==> config.mk <==
export PLATFORM = sky130hd
export DESIGN_NAME = auto_gain_control
export DESIGN_NICKNAME = d
export VERILOG_FILES = /design/src/rtl/agc_pkg.sv /design/src/rtl/agc_peak_detector.sv /design/src/rtl/auto_gain_control.sv
export SDC_FILE = /design/constraint.sdc
export NUM_CORES = 1
export LEC_CHECK = 0
export BUFFER_PORTS_ARGS = -buffer_cell sky130_fd_sc_hd__buf_2
export CELL_PAD_IN_SITES_DETAIL_PLACEMENT = 0
export CELL_PAD_IN_SITES_GLOBAL_PLACEMENT = 1
export CORE_ASPECT_RATIO = 2
export CORE_MARGIN = 3
export CORE_UTILIZATION = 48
export DETAILED_ROUTE_END_ITERATION = 6
export PLACE_DENSITY = 0.83
export REMOVE_ABC_BUFFERS = 1
export SYNTH_ARGS = -nofsm -noshare
export SYNTH_HDL_FRONTEND = slang
export SYNTH_SLANG_ARGS = --single-unit
export TNS_END_PERCENT = 1
==> constraint.sdc <==
create_clock -name adc_clk -period 5 [get_ports adc_clk]
set_input_delay 0.25 -clock adc_clk [delete_from_list [all_inputs] [get_ports adc_clk]]
set_output_delay 0.25 -clock adc_clk [all_outputs]
set_load 0.01 [all_outputs]
==> src/rtl/agc_pkg.sv <==
// Shared types and default tuning constants for the auto gain control block.
// Latency: n/a (declarations only).
// Backpressure: n/a.
package agc_pkg;

  typedef enum logic [1:0] {
    ST_IDLE    = 2'd0,
    ST_MEASURE = 2'd1,
    ST_EVAL    = 2'd2,
    ST_SETTLE  = 2'd3
  } agc_state_t;

  typedef logic [1:0]  gain_t;
  typedef logic [11:0] sample_t;

  localparam gain_t GAIN_MIN = 2'd0;
  localparam gain_t GAIN_MAX = 2'd3;

  localparam int DEF_WINDOW_LEN     = 256;
  localparam int DEF_SETTLE_LEN     = 16;
  localparam int DEF_STABLE_WINDOWS = 4;

  // Thresholds as fractions of the 12-bit full scale: 25%, 75%, 90%.
  localparam sample_t DEF_LOW_TH  = 12'd1024;
  localparam sample_t DEF_HIGH_TH = 12'd3072;
  localparam sample_t DEF_OVL_TH  = 12'd3686;

endpackage

==> src/rtl/agc_peak_detector.sv <==
// Running maximum of the ADC samples seen since the last clear.
// Latency: peak reflects a sample one cycle after it is presented with en high.
// Backpressure: none; en qualifies each sample, clear takes priority over en.
module agc_peak_detector
  import agc_pkg::*;
(
  input  logic    clk,
  input  logic    rst_n,
  input  logic    clear,
  input  logic    en,
  input  sample_t data,
  output sample_t peak
);

  // Hold the largest enabled sample; clear restarts the window from zero.
  always_ff @(posedge clk) begin
    if (!rst_n) begin
      peak <= '0;
    end else if (clear) begin
      peak <= '0;
    end else if (en && (data > peak)) begin
      peak <= data;
    end
  end

endmodule

==> src/rtl/auto_gain_control.sv <==
// Windowed-peak ADC gain control; optional fast overload path under AGC_OVERLOAD_FAST_EN.
// Latency: gain_ctrl/stable update on the edge after EVAL (or after an overload sample).
// Backpressure: none; one adc_data sample is consumed every adc_clk cycle.
module auto_gain_control
  import agc_pkg::*;
#(
  parameter int      WINDOW_LEN     = DEF_WINDOW_LEN,
  parameter sample_t LOW_TH         = DEF_LOW_TH,
  parameter sample_t HIGH_TH        = DEF_HIGH_TH,
  parameter sample_t OVL_TH         = DEF_OVL_TH,
  parameter int      SETTLE_LEN     = DEF_SETTLE_LEN,
  parameter int      STABLE_WINDOWS = DEF_STABLE_WINDOWS
) (
  input  logic        adc_clk,
  input  logic        rst_n,
  input  logic [11:0] adc_data,
  output logic [1:0]  gain_ctrl,
  output logic        stable
);

  localparam int CNT_W = (WINDOW_LEN > 1) ? $clog2(WINDOW_LEN) : 1;
  localparam int SET_W = (SETTLE_LEN > 1) ? $clog2(SETTLE_LEN) : 1;
  localparam int STB_W = $clog2(STABLE_WINDOWS + 1);

  localparam logic [CNT_W-1:0] CNT_LAST = CNT_W'(WINDOW_LEN - 1);
  localparam logic [SET_W-1:0] SET_LAST = SET_W'(SETTLE_LEN - 1);
  localparam logic [STB_W-1:0] STB_MAX  = STB_W'(STABLE_WINDOWS);

`ifdef AGC_OVERLOAD_FAST_EN
  localparam bit OVL_FAST_EN = 1'b1;
`else
  localparam bit OVL_FAST_EN = 1'b0;
`endif

  agc_state_t       state;
  agc_state_t       state_nxt;
  logic [CNT_W-1:0] sample_count;
  logic [SET_W-1:0] settle_count;
  logic [STB_W-1:0] stable_counter;
  logic [STB_W-1:0] stable_cnt_inc;
  sample_t          peak;

  logic in_measure;
  logic window_done;
  logic settle_done;
  logic eval_dec;
  logic eval_inc;
  logic ovl_dec;
  logic peak_clear;
  logic peak_en;
  logic gain_dn;
  logic gain_up;
  logic eval_hold;

  agc_peak_detector u_peak (
    .clk   (adc_clk),
    .rst_n (rst_n),
    .clear (peak_clear),
    .en    (peak_en),
    .data  (adc_data),
    .peak  (peak)
  );

  assign in_measure  = (state == ST_MEASURE);
  assign window_done = in_measure && (sample_count == CNT_LAST);
  assign settle_done = (state == ST_SETTLE) && (settle_count == SET_LAST);

  // Equality with either threshold is in range; increment never fires alongside a decrement.
  assign eval_dec = (state == ST_EVAL) && (peak > HIGH_TH) && (gain_ctrl != GAIN_MIN);
  assign eval_inc = (state == ST_EVAL) && (peak < LOW_TH) && (gain_ctrl != GAIN_MAX) && !eval_dec;

  // Fast overload only acts while measuring; the constant folds away when the feature is off.
  assign ovl_dec  = OVL_FAST_EN && in_measure && (adc_data >= OVL_TH) && (gain_ctrl != GAIN_MIN);

  assign stable_cnt_inc = (stable_counter == STB_MAX) ? stable_counter : stable_counter + 1'b1;

  // State register.
  always_ff @(posedge adc_clk) begin
    if (!rst_n) state <= ST_IDLE;
    else        state <= state_nxt;
  end

  // Next-state: overload preempts the window; EVAL goes to SETTLE only after a gain step.
  always_comb begin
    state_nxt = state;
    case (state)
      ST_IDLE:    state_nxt = ST_MEASURE;
      ST_MEASURE: begin
        if (ovl_dec)          state_nxt = ST_SETTLE;
        else if (window_done) state_nxt = ST_EVAL;
      end
      ST_EVAL:    state_nxt = (eval_dec || eval_inc) ? ST_SETTLE : ST_MEASURE;
      ST_SETTLE:  if (settle_done) state_nxt = ST_MEASURE;
      default:    state_nxt = ST_IDLE;
    endcase
  end

  // Outputs: peak accumulates only in MEASURE and is zeroed everywhere else, so each window starts clean.
  always_comb begin
    peak_clear = 1'b1;
    peak_en    = 1'b0;
    gain_dn    = 1'b0;
    gain_up    = 1'b0;
    eval_hold  = 1'b0;
    case (state)
      ST_MEASURE: begin
        peak_clear = 1'b0;
        peak_en    = 1'b1;
        gain_dn    = ovl_dec;
      end
      ST_EVAL: begin
        gain_dn   = eval_dec;
        gain_up   = eval_inc;
        eval_hold = !(eval_dec || eval_inc);
      end
      default: ;
    endcase
  end

  // Window sample counter, restarted whenever MEASURE is (re)entered.
  always_ff @(posedge adc_clk) begin
    if (!rst_n)                        sample_count <= '0;
    else if (!in_measure || window_done) sample_count <= '0;
    else                               sample_count <= sample_count + 1'b1;
  end

  // Settle counter: samples in SETTLE are dropped until it expires.
  always_ff @(posedge adc_clk) begin
    if (!rst_n)                                   settle_count <= '0;
    else if ((state != ST_SETTLE) || settle_done) settle_count <= '0;
    else                                          settle_count <= settle_count + 1'b1;
  end

  // Gain step and stability tracking; decrement has priority so at most one step lands per cycle.
  always_ff @(posedge adc_clk) begin
    if (!rst_n) begin
      gain_ctrl      <= GAIN_MIN;
      stable_counter <= '0;
      stable         <= 1'b0;
    end else if (gain_dn) begin
      gain_ctrl      <= gain_ctrl - 2'd1;
      stable_counter <= '0;
      stable         <= 1'b0;
    end else if (gain_up) begin
      gain_ctrl      <= gain_ctrl + 2'd1;
      stable_counter <= '0;
      stable         <= 1'b0;
    end else if (eval_hold) begin
      stable_counter <= stable_cnt_inc;
      stable         <= (stable_cnt_inc == STB_MAX);
    end
  end

endmodule

==> impl_results.md <==
- Vias in the first global route: 1762
- Sequential power share: 42.6%
- Crit path launch type: flip-flop
- Largest net degree at the start of global routing: 26
- Hold crit path type: in2reg
- Post-DP HPWL: 3331 um
- Worst Hold Launch: rst_n
- CP Cell Sequence: inv_1 > ha_1 > nand4_1 > nor3_2 > o31a_1 > o2111ai_1 > o311ai_1
- Synth Cell Area: 1881 um2
- Hold_buf cts: 0
- Initial antenna violation count: 0
- Crit path kind: reg2reg
- GRT Util Overall: 20.71%
- Std-Cell Rows: 31
- Post-CTS Repair Setup Buffers: 0
- CP Capture Type: flip-flop
- Setup repair after global routing missed its margin: false
- Reg2Reg Depth: 7
- CP arrival: 2420 ps
- Hold EP: gain_ctrl[1]
- Top cells by area, synth: dfxtp_1 34%, ha_1 13%, o2111ai_1 5.6%
- R2r startpoint: u_peak.peak[11]
- Syn_area_per_cell: 8.871 um2
- Clk root buf: clkbuf_8
- Top cell type's share of synthesized area: 34.07%
- Final setup TNS: 0 ps
- Max-cap check violation count: 0
- Relative slew slack: 64.51%
- Final Setup Violations: 0
- Synth async-reset ratio: 0%
- Worst Clk Skew: 3.076 ps
- Final hold viol count: 0
- Post-Place Cell Area: 2004 um2
- Largest fanout on the critical path: 12
- IO Count: 17
- CTS tree: done
- Clock Power Share: 37.1%
- CTS max path bufs: 2
- Worst-Skew Late Latency: 280 ps
- Leakage power: 0.7866 nW
- Congestion Overflow GR: 0
- VDD IR max: 0.3336 mV
- Register area share after synthesis: 34.07%
- # nets final: 263
- First-pass GRT wire length: 7583 um
- Via count: 1659
- Mapped Cells: 212
- DRC Markers: 0
- Slowest stage delay, CP: 500 ps
- Share of layout cells above drive strength 1: 14.78%
- Routability Congestion: 0.9050
- Final Cell Area: 2112 um2
- CP max-delay cell: o31a_1
- Pwr/cell area: 307.2 nW/um2
- Gate power share: 20.4%
- CTS buffer count: 5
- R2R Path End: u_peak.peak[6]
- DR pass1 iterations: 4
- Initial core utilization: 51.04%
- Fin crit share: 44.96%
- Reg clk slew, reported paths: 70 ps
- # diodes: 0
- Die width: 50.26 um
- Flop2flop setup slack: 2750 ps
- CTS resizes: 0
- DRT antenna net count: 0
- Core area: 3685 um2
- Fmax: 444.8 MHz
- Area leader, netlist: dfxtp_1
- Die Area: 4751 um2
- Most frequent cells after synthesis: 32 x dfxtp_1, 23 x inv_1, 20 x ha_1, 18 x nor2_1, 14 x nand4_1
- Layout fillers: 346
- Post-synth cell types: 40
- First DRT Iteration DRCs: 24
- P_sw: 188.4 uW
- Post-synthesis register bit count: 32
- Hold path cells: 3
- Main synth FF type: dfxtp_1
- Sink Count: 32
- Sw Ratio: 29.04%
- Port buffer count: 16
- Most numerous cell in the Yosys netlist: dfxtp_1
- Final wirelength: 4340 um
- WL/cell: 15.56 um
- Synthesis-to-finish area growth: 12.31%
- CP Data Required Time: 5170 ps
- Die Span Y: 94.52 um
- Max-slew violation count: 0
- Vias per Instance: 5.946
- Outcome: completed
- Htree depth: 2
- P_int: 460.5 uW
- Synth warnings: 0
- Post-synth EDFFs: 0
- Pin slew with the least headroom to its limit: 531.1 ps
- Min Tclk post-route: 2248 ps
power groups by stage:
stage               Sequential [mW]  Combinational (mW)  Clock, mW
floorplan                     0.279              0.0895          0
global placement              0.281               0.126          0
detailed placement            0.282               0.131          0
CTS                           0.276               0.131      0.247
global route                  0.278               0.149      0.261
finish                        0.276               0.132      0.241
stage by stage:
stage          util, %  hold slack [ps]  cells  total power [mW]  worst slack [ps]
2_1_floorplan        -            385.7    202            0.3689              2672
3_3_place_gp     54.40            430.1    271            0.4073              2887
3_5_place_dp     54.40            449.6    271            0.4130              2825
4_1_cts          57.32            250.6    279            0.6548              2784
5_1_grt          57.32            255.1    279            0.6885              2544
6_report         57.32            259.0    279            0.6489              2752
registers in the layout, indices dropped and copies added, names as in the netlist:
signal          cells
gain_ctrl           2
sample_count        8
settle_count        4
stable              1
stable_counter      3
state               2
u_peak.peak        12
cells by family (layout without fill, tap and decap cells):
| kind of cell | count (synthesis) | in the layout | share of synthesized area [%] |
|---|---|---|---|
| flops | 32 | 32 | 34.06 |
| buf+inv | 33 | 51 | 7.119 |
| mux | 3 | 3 | 1.597 |
| compound gates | 47 | 47 | 20.09 |
| xor+xnor | 9 | 9 | 4.191 |
| fa+ha+maj | 20 | 20 | 13.31 |
| simple gates | 68 | 68 | 19.63 |
critical path, delay by kind of cell, from the launching register on:
family	cells	cell delay [ps]
AOI/OAI and AO/OA	3	840
buffers and inverters	1	80
and+or+nand+nor	2	510
adders and majority gates	1	320
DFF	1	380
cell type report:
| cell class | instances | area, um2 | area share (%) |
|---|---|---|---|
| clock buffer | 6 | 72.57 | 3.436 |
| clock inverter | 2 | 35.03 | 1.659 |
| inverter | 23 | 86.33 | 4.088 |
| multi-input combinational | 147 | 1106 | 52.37 |
| sequential | 32 | 640.6 | 30.33 |
| tap | 49 | 61.31 | 2.903 |
| timing repair buffer | 20 | 110.1 | 5.213 |
how the worst max path moves through the flow:
stage	endpoint	cells past startpoint	slack (ps)	start
final	u_peak.peak[6]	7	2750	u_peak.peak[11]
after global routing	u_peak.peak[4]	7	2540	u_peak.peak[11]
after CTS	u_peak.peak[6]	7	2780	u_peak.peak[11]
after detailed placement	u_peak.peak[4]	7	2830	u_peak.peak[11]
after global placement	u_peak.peak[2]	7	2890	u_peak.peak[11]
after floorplan	u_peak.peak[1]	7	2670	u_peak.peak[11]
routing by layer:
metal | part of all wire, % | GRT usage, % | up-vias
met5 | 0 | 0 | -
met4 | 2.0 | 11.32 | 0
met3 | 4.0 | 4.581 | 9
met2 | 56 | 38.43 | 36
met1 | 38 | 20.49 | 786
li1 | - | - | 828
placed cells by master (no fill, tap or decap), types with 2 or more instances in the layout:
master,n
ha_1,20
mux2i_1,3
nand2b_1,2
o311ai_1,9
nand3_1,8
nand2_1,10
o2111ai_1,12
nor2_1,18
clkbuf_8,5
o311ai_0,2
nand4_1,14
xor2_1,4
nor2b_1,4
a31oi_1,3
and3_1,2
dfxtp_1,32
buf_2,16
xnor2_1,5
nor4_1,2
buf_4,4
a21oi_1,8
o21ai_0,3
inv_1,23
Power figures use the tool's default switching activity.
